--- config.mk ---
export PLATFORM = sky130hd
export DESIGN_NAME = gf180mcu_scan_chain_ctrl
export DESIGN_NICKNAME = d
export VERILOG_FILES = /design/src/rtl/gf180mcu_scan_chain_ctrl.sv
export SDC_FILE = /design/constraint.sdc
export NUM_CORES = 1
export LEC_CHECK = 0
export BUFFER_PORTS_ARGS = -buffer_cell sky130_fd_sc_hd__buf_4
export CAP_MARGIN = 20
export CORE_MARGIN = 4
export CORE_UTILIZATION = 31
export DETAILED_ROUTE_END_ITERATION = 16
export GPL_ROUTABILITY_DRIVEN = 0
export GPL_TIMING_DRIVEN = 0
export PLACE_DENSITY_LB_ADDON = 0.05
export SYNTH_ARGS = -nofsm -noshare
export SYNTH_HDL_FRONTEND = slang
export SYNTH_SLANG_ARGS = --single-unit
--- constraint.sdc ---
create_clock -name CLK -period 1.9 [get_ports CLK]
set_input_delay 0 -clock CLK [delete_from_list [all_inputs] [get_ports CLK]]
set_output_delay 0 -clock CLK [all_outputs]
set_load 0.02 [all_outputs]
--- src/rtl/gf180mcu_scan_chain_ctrl.sv ---
// Scan chain test sequencer: shift a pattern in, capture, shift the response out, compare.
// Optional macro SCAN_CTRL_RESP_EN adds the RESP output holding the last unloaded response.
module gf180mcu_scan_chain_ctrl #(
  parameter int unsigned CHAIN_LEN  = 32,
  parameter int unsigned CAP_CYCLES = 1
) (
  input  logic                 CLK,
  input  logic                 RST,
  input  logic                 START,
  input  logic [CHAIN_LEN-1:0] PAT,
  input  logic [CHAIN_LEN-1:0] EXP,
  input  logic                 SO,
  output logic                 SE,
  output logic                 SI,
  output logic                 BUSY,
  output logic                 DONE,
`ifdef SCAN_CTRL_RESP_EN
  output logic                 PASS,
  output logic [CHAIN_LEN-1:0] RESP
`else
  output logic                 PASS
`endif
);

  localparam int unsigned MAX_LEN = (CHAIN_LEN > CAP_CYCLES) ? CHAIN_LEN : CAP_CYCLES;
  localparam int unsigned CNT_W   = $clog2(MAX_LEN + 1);

  localparam logic [CNT_W-1:0] CntShift = CNT_W'(CHAIN_LEN - 1);
  localparam logic [CNT_W-1:0] CntCap   = CNT_W'(CAP_CYCLES - 1);
  localparam logic [CNT_W-1:0] CntOne   = CNT_W'(1);

  localparam logic [2:0] StIdle     = 3'd0;
  localparam logic [2:0] StShiftIn  = 3'd1;
  localparam logic [2:0] StCapture  = 3'd2;
  localparam logic [2:0] StShiftOut = 3'd3;
  localparam logic [2:0] StCmp      = 3'd4;

  logic [2:0]           state_q, state_d;
  logic [CNT_W-1:0]     cnt_q, cnt_d;
  logic [CHAIN_LEN-1:0] pat_q, pat_d;
  logic [CHAIN_LEN-1:0] exp_q, exp_d;
  logic [CHAIN_LEN-1:0] resp_q, resp_d;
  logic                 se_q, se_d;
  logic                 si_q, si_d;
  logic                 busy_q, busy_d;
  logic                 done_q, done_d;
  logic                 pass_q, pass_d;

  always_comb begin
    state_d = state_q;
    cnt_d   = cnt_q;
    pat_d   = pat_q;
    exp_d   = exp_q;
    resp_d  = resp_q;
    pass_d  = pass_q;
    done_d  = 1'b0;
    unique case (state_q)
      StIdle: begin
        if (START) begin
          pat_d   = PAT;
          exp_d   = EXP;
          cnt_d   = CntShift;
          pass_d  = 1'b0;
          state_d = StShiftIn;
        end
      end
      StShiftIn: begin
        // Rotate rather than shift so every pattern bit stays live; MSB leaves first.
        pat_d = {pat_q[CHAIN_LEN-2:0], pat_q[CHAIN_LEN-1]};
        if (cnt_q == '0) begin
          cnt_d   = CntCap;
          state_d = StCapture;
        end else begin
          cnt_d = cnt_q - CntOne;
        end
      end
      StCapture: begin
        if (cnt_q == '0) begin
          cnt_d   = CntShift;
          state_d = StShiftOut;
        end else begin
          cnt_d = cnt_q - CntOne;
        end
      end
      StShiftOut: begin
        resp_d = {resp_q[CHAIN_LEN-2:0], SO};
        if (cnt_q == '0) begin
          state_d = StCmp;
        end else begin
          cnt_d = cnt_q - CntOne;
        end
      end
      StCmp: begin
        pass_d  = (resp_q == exp_q);
        done_d  = 1'b1;
        state_d = StIdle;
      end
      default: state_d = StIdle;
    endcase
  end

  // Outputs are registered from the next state so they line up with state_q.
  always_comb begin
    se_d   = (state_d == StShiftIn) || (state_d == StShiftOut);
    busy_d = (state_d == StShiftIn) || (state_d == StCapture) || (state_d == StShiftOut);
    si_d   = (state_d == StShiftIn) && pat_d[CHAIN_LEN-1];
  end

  always_ff @(posedge CLK) begin
    if (RST) begin
      state_q <= StIdle;
      cnt_q   <= '0;
      pat_q   <= '0;
      exp_q   <= '0;
      resp_q  <= '0;
      se_q    <= 1'b0;
      si_q    <= 1'b0;
      busy_q  <= 1'b0;
      done_q  <= 1'b0;
      pass_q  <= 1'b0;
    end else begin
      state_q <= state_d;
      cnt_q   <= cnt_d;
      pat_q   <= pat_d;
      exp_q   <= exp_d;
      resp_q  <= resp_d;
      se_q    <= se_d;
      si_q    <= si_d;
      busy_q  <= busy_d;
      done_q  <= done_d;
      pass_q  <= pass_d;
    end
  end

  assign SE   = se_q;
  assign SI   = si_q;
  assign BUSY = busy_q;
  assign DONE = done_q;
  assign PASS = pass_q;

`ifdef SCAN_CTRL_RESP_EN
  logic [CHAIN_LEN-1:0] resp_out_q;

  always_ff @(posedge CLK) begin
    if (RST) begin
      resp_out_q <= '0;
    end else if (state_q == StCmp) begin
      resp_out_q <= resp_q;
    end
  end

  assign RESP = resp_out_q;
`endif

endmodule

==> impl_metrics.env <==
export IMPL_drive_above_1_share_pct=18.97
export IMPL_grt_overflow_total=0
export IMPL_start_kind="register"
export IMPL_grt_usage_pct=14.98
export IMPL_synth_top_area_share_pct=48.35
export IMPL_final_antenna_net_count=0
export IMPL_drt_iter0_drc=202
export IMPL_wirelength_mm=12.07
export IMPL_fmaxAchievable_mhz=575.6
export IMPL_period_needed_ns=1.737
export IMPL_synth_nets=617
export IMPL_vias_per_cell=4.662
export IMPL_fin_cells=885
export IMPL_die_h_um=129.2
export IMPL_syn_area_um2=4554
export IMPL_cts_buffers=9
export IMPL_diodes=0
export IMPL_status="completed"
export IMPL_clockRootBuffer="clkbuf_16"
export IMPL_crit_fanout=8
export IMPL_async_reset_ff_share_pct=0
export IMPL_n_fill_cell=1451
export IMPL_whs_ns=0.1297
export IMPL_period_share_pct=91.44
export IMPL_postCtsSetupRepairBufs=0
export IMPL_drc_errors=0
export IMPL_utilization_pct=44.21
export IMPL_hold_violations=0
export IMPL_clockPowerShare_pct=37.6
export IMPL_antenna_found_initial=0
export IMPL_dp_hpwl_mm=8.526
export IMPL_max_cap_violations=0
export IMPL_routedWlPerCell_um=13.64
export IMPL_slew_headroom_pct=58.20
export IMPL_worstHoldPathType="in2reg"
export IMPL_core_area_um2=14480
export IMPL_yosys_area_top_type="dfxtp_1"
export IMPL_fin_nets=766
export IMPL_ys_flop_type="dfxtp_1"
export IMPL_grt_pass1_wl_mm=19.55
export IMPL_synth_edf_count=0
export IMPL_clk_latency_ns=0.36
export IMPL_path_class="reg2reg"
export IMPL_cts_clk_slew_worst_paths_ns=0.07
export IMPL_endpoint_kind="register"
export IMPL_p_per_area_nw_per_um2=997.0
export IMPL_swShare_pct=26.85
export IMPL_h_tree_depth=3
export IMPL_drt_pass1_iter_count=4
export IMPL_rsz0062_at_grt="no"
export IMPL_clock_sinks=110
export IMPL_p_comb_share_pct=20.8
export IMPL_cts_tree="built"
export IMPL_ys_warn_count=0
export IMPL_start_util_pct=31.46
export IMPL_row_count=44
export IMPL_ys_ff_latch=110
export IMPL_cts_max_path_buffers=2
export IMPL_yosys_top_cells_area="dfxtp_1 48%, nand2_1 14%, a21oi_1 11%, xnor2_1 5.8%, a22oi_1 5.3%"
export IMPL_internal_power_mw=4.668
export IMPL_crit_required_ns=2.12
export IMPL_fin_setup_tns_ns=0
export IMPL_area_growth_pct=40.55
export IMPL_die_area_um2=16700
export IMPL_tightestPinTransition_ns=0.6271
export IMPL_leakagePower_nw=2.396
export IMPL_fp_dieW_um=129.2
export IMPL_synth_distinct_cells=40
export IMPL_grt_pass1_vias=3973
export IMPL_port_buffers=72
export IMPL_ir_drop_mv=0.5071
export IMPL_worstHoldPathCells=3
export IMPL_syn_avg_cell_area_um2=8.326
export IMPL_reg2reg_depth=7
export IMPL_vias=4126
export IMPL_slew_violations=0
export IMPL_arrival_ns=1.96
export IMPL_syn_instance_count=547
export IMPL_finalSetupViolCount=0
export IMPL_switchingPower_mw=1.714
export IMPL_power_frac_seq_pct=41.5
export IMPL_grt_max_degree=18
export IMPL_ios=73
export IMPL_yosysSeqAreaShare_pct=48.35
export IMPL_skew_ns=0.005348
export IMPL_dp_cells=803
export IMPL_total_power_mw=6.382
kinds of logic (layout without fill, tap and decap cells):
kind of cell | after synthesis | in the layout | synth area share [%]
AO/OA/AOI/OAI | 151 | 151 | 19.78
flip-flops | 110 | 110 | 48.35
adder cells (fa/ha/maj) | 3 | 3 | 0.7966
AND/OR/NAND/NOR | 208 | 208 | 20.25
XOR/XNOR | 33 | 33 | 6.346
buffers and inverters | 42 | 196 | 4.478
cell usage after synthesis, types with 2 or more instances:
library cell / instances
nor2_2: 2
buf_2: 19
nand2b_1: 2
or2_2: 2
nor4_1: 4
ha_1: 2
o21a_1: 2
nor4b_4: 2
a22oi_1: 32
inv_1: 4
xnor2_1: 30
xor2_1: 3
nor2b_1: 2
a21oi_1: 101
nor2_1: 6
nand3_1: 4
nand2_1: 164
a2111oi_2: 2
nor3_1: 6
o21ai_0: 5
o211a_1: 2
buf_4: 4
dfxtp_1: 110
nand4_1: 8
clkbuf_1: 14
per-layer routing:
metal	part of all wire [%]	wire [um]	global-route usage, %	vias to the layer above
met5	0	0	0	-
met4	1.0	122	3.768	0
met3	4.2	507	4.946	9
met2	49	5890	25.67	63
met1	46	5551	18.15	1892
li1	-	-	-	2162
sequential cells by signal, summed over array words and instances, names as in the netlist, 3 cells and up:
signal   count
state_q      3
exp_q       32
cnt_q        6
resp_q      32
pat_q       32
worst max-delay path, cell delays in order (launching register included):
cell	delay, ns
dfxtp_1	0.37
inv_1	0.09
ha_1	0.20
nor2b_4	0.15
a311oi_4	0.43
nand2b_1	0.10
a21oi_1	0.18
a2111oi_2	0.07
area by class of cell:
cell class	count	area, um^2	area share [%]
Buffer	38	191.4	2.991
Clock buffer	9	225.2	3.518
Clock inverter	7	160.2	2.502
Inverter	4	15.01	0.2346
Multi-Input combinational cell	395	2176	33.99
Sequential cell	110	2202	34.40
Tap cell	184	230.2	3.597
Timing Repair Buffer	138	1201	18.76
final timing paths:
| check | start | endpoint | slack, ns |
|---|---|---|---|
| hold reg to reg | pat_q[24]$_SDFFE_PP0P_ | pat_q[24]$_SDFFE_PP0P_ | 0.46 |
| hold / removal | START | PASS$_SDFFE_PP0P_ | 0.13 |
| setup / recovery | cnt_q[0]$_SDFFE_PP0P_ | cnt_q[3]$_SDFFE_PP0P_ | 0.16 |
| setup reg to reg | cnt_q[0]$_SDFFE_PP0P_ | cnt_q[3]$_SDFFE_PP0P_ | 0.16 |
through the flow:
| step | setup WS (ns) | area [um^2] |
|---|---|---|
| 2_1_floorplan | 0.1896 | 4554 |
| 3_3_place_gp | -0.01921 | 5325 |
| 3_5_place_dp | -0.05469 | 5325 |
| 4_1_cts | 0.05183 | 6385 |
| 5_1_grt | 0.01231 | 6401 |
| 6_report | 0.1626 | 6401 |
cells in the final DEF (no fill, tap or decap), drive strengths merged, types with 3 or more instances in the layout:
cell type / count
a21oi: 101
a22oi: 32
buf: 96
bufinv: 5
clkbuf: 23
dfxtp: 110
dlygate4sd3: 66
inv: 4
nand2: 164
nand3: 4
nand4: 8
nor2: 8
nor3: 7
nor4: 4
o21a: 3
o21ai: 5
xnor2: 30
xor2: 3
repair_timing:
item | 4_1_cts | 5_1_grt
pin swaps | 0 | 1
hold buffers | 66 | 0
hold endpoints to repair | 69 | 0
endpoints found under the setup margin | 3 | 27
gates resized for setup | 2 | 8
power groups by stage:
stage / Combinational (mW) / Clock [mW] / Sequential (mW)
CTS: 1.33 / 2.49 / 2.65
global placement: 1.19 / 0 / 2.70
detailed placement: 1.20 / 0 / 2.70
finish: 1.33 / 2.40 / 2.65
global route: 1.49 / 2.59 / 2.68
floorplan: 0.827 / 0 / 2.68
Power figures use the tool's default switching activity.
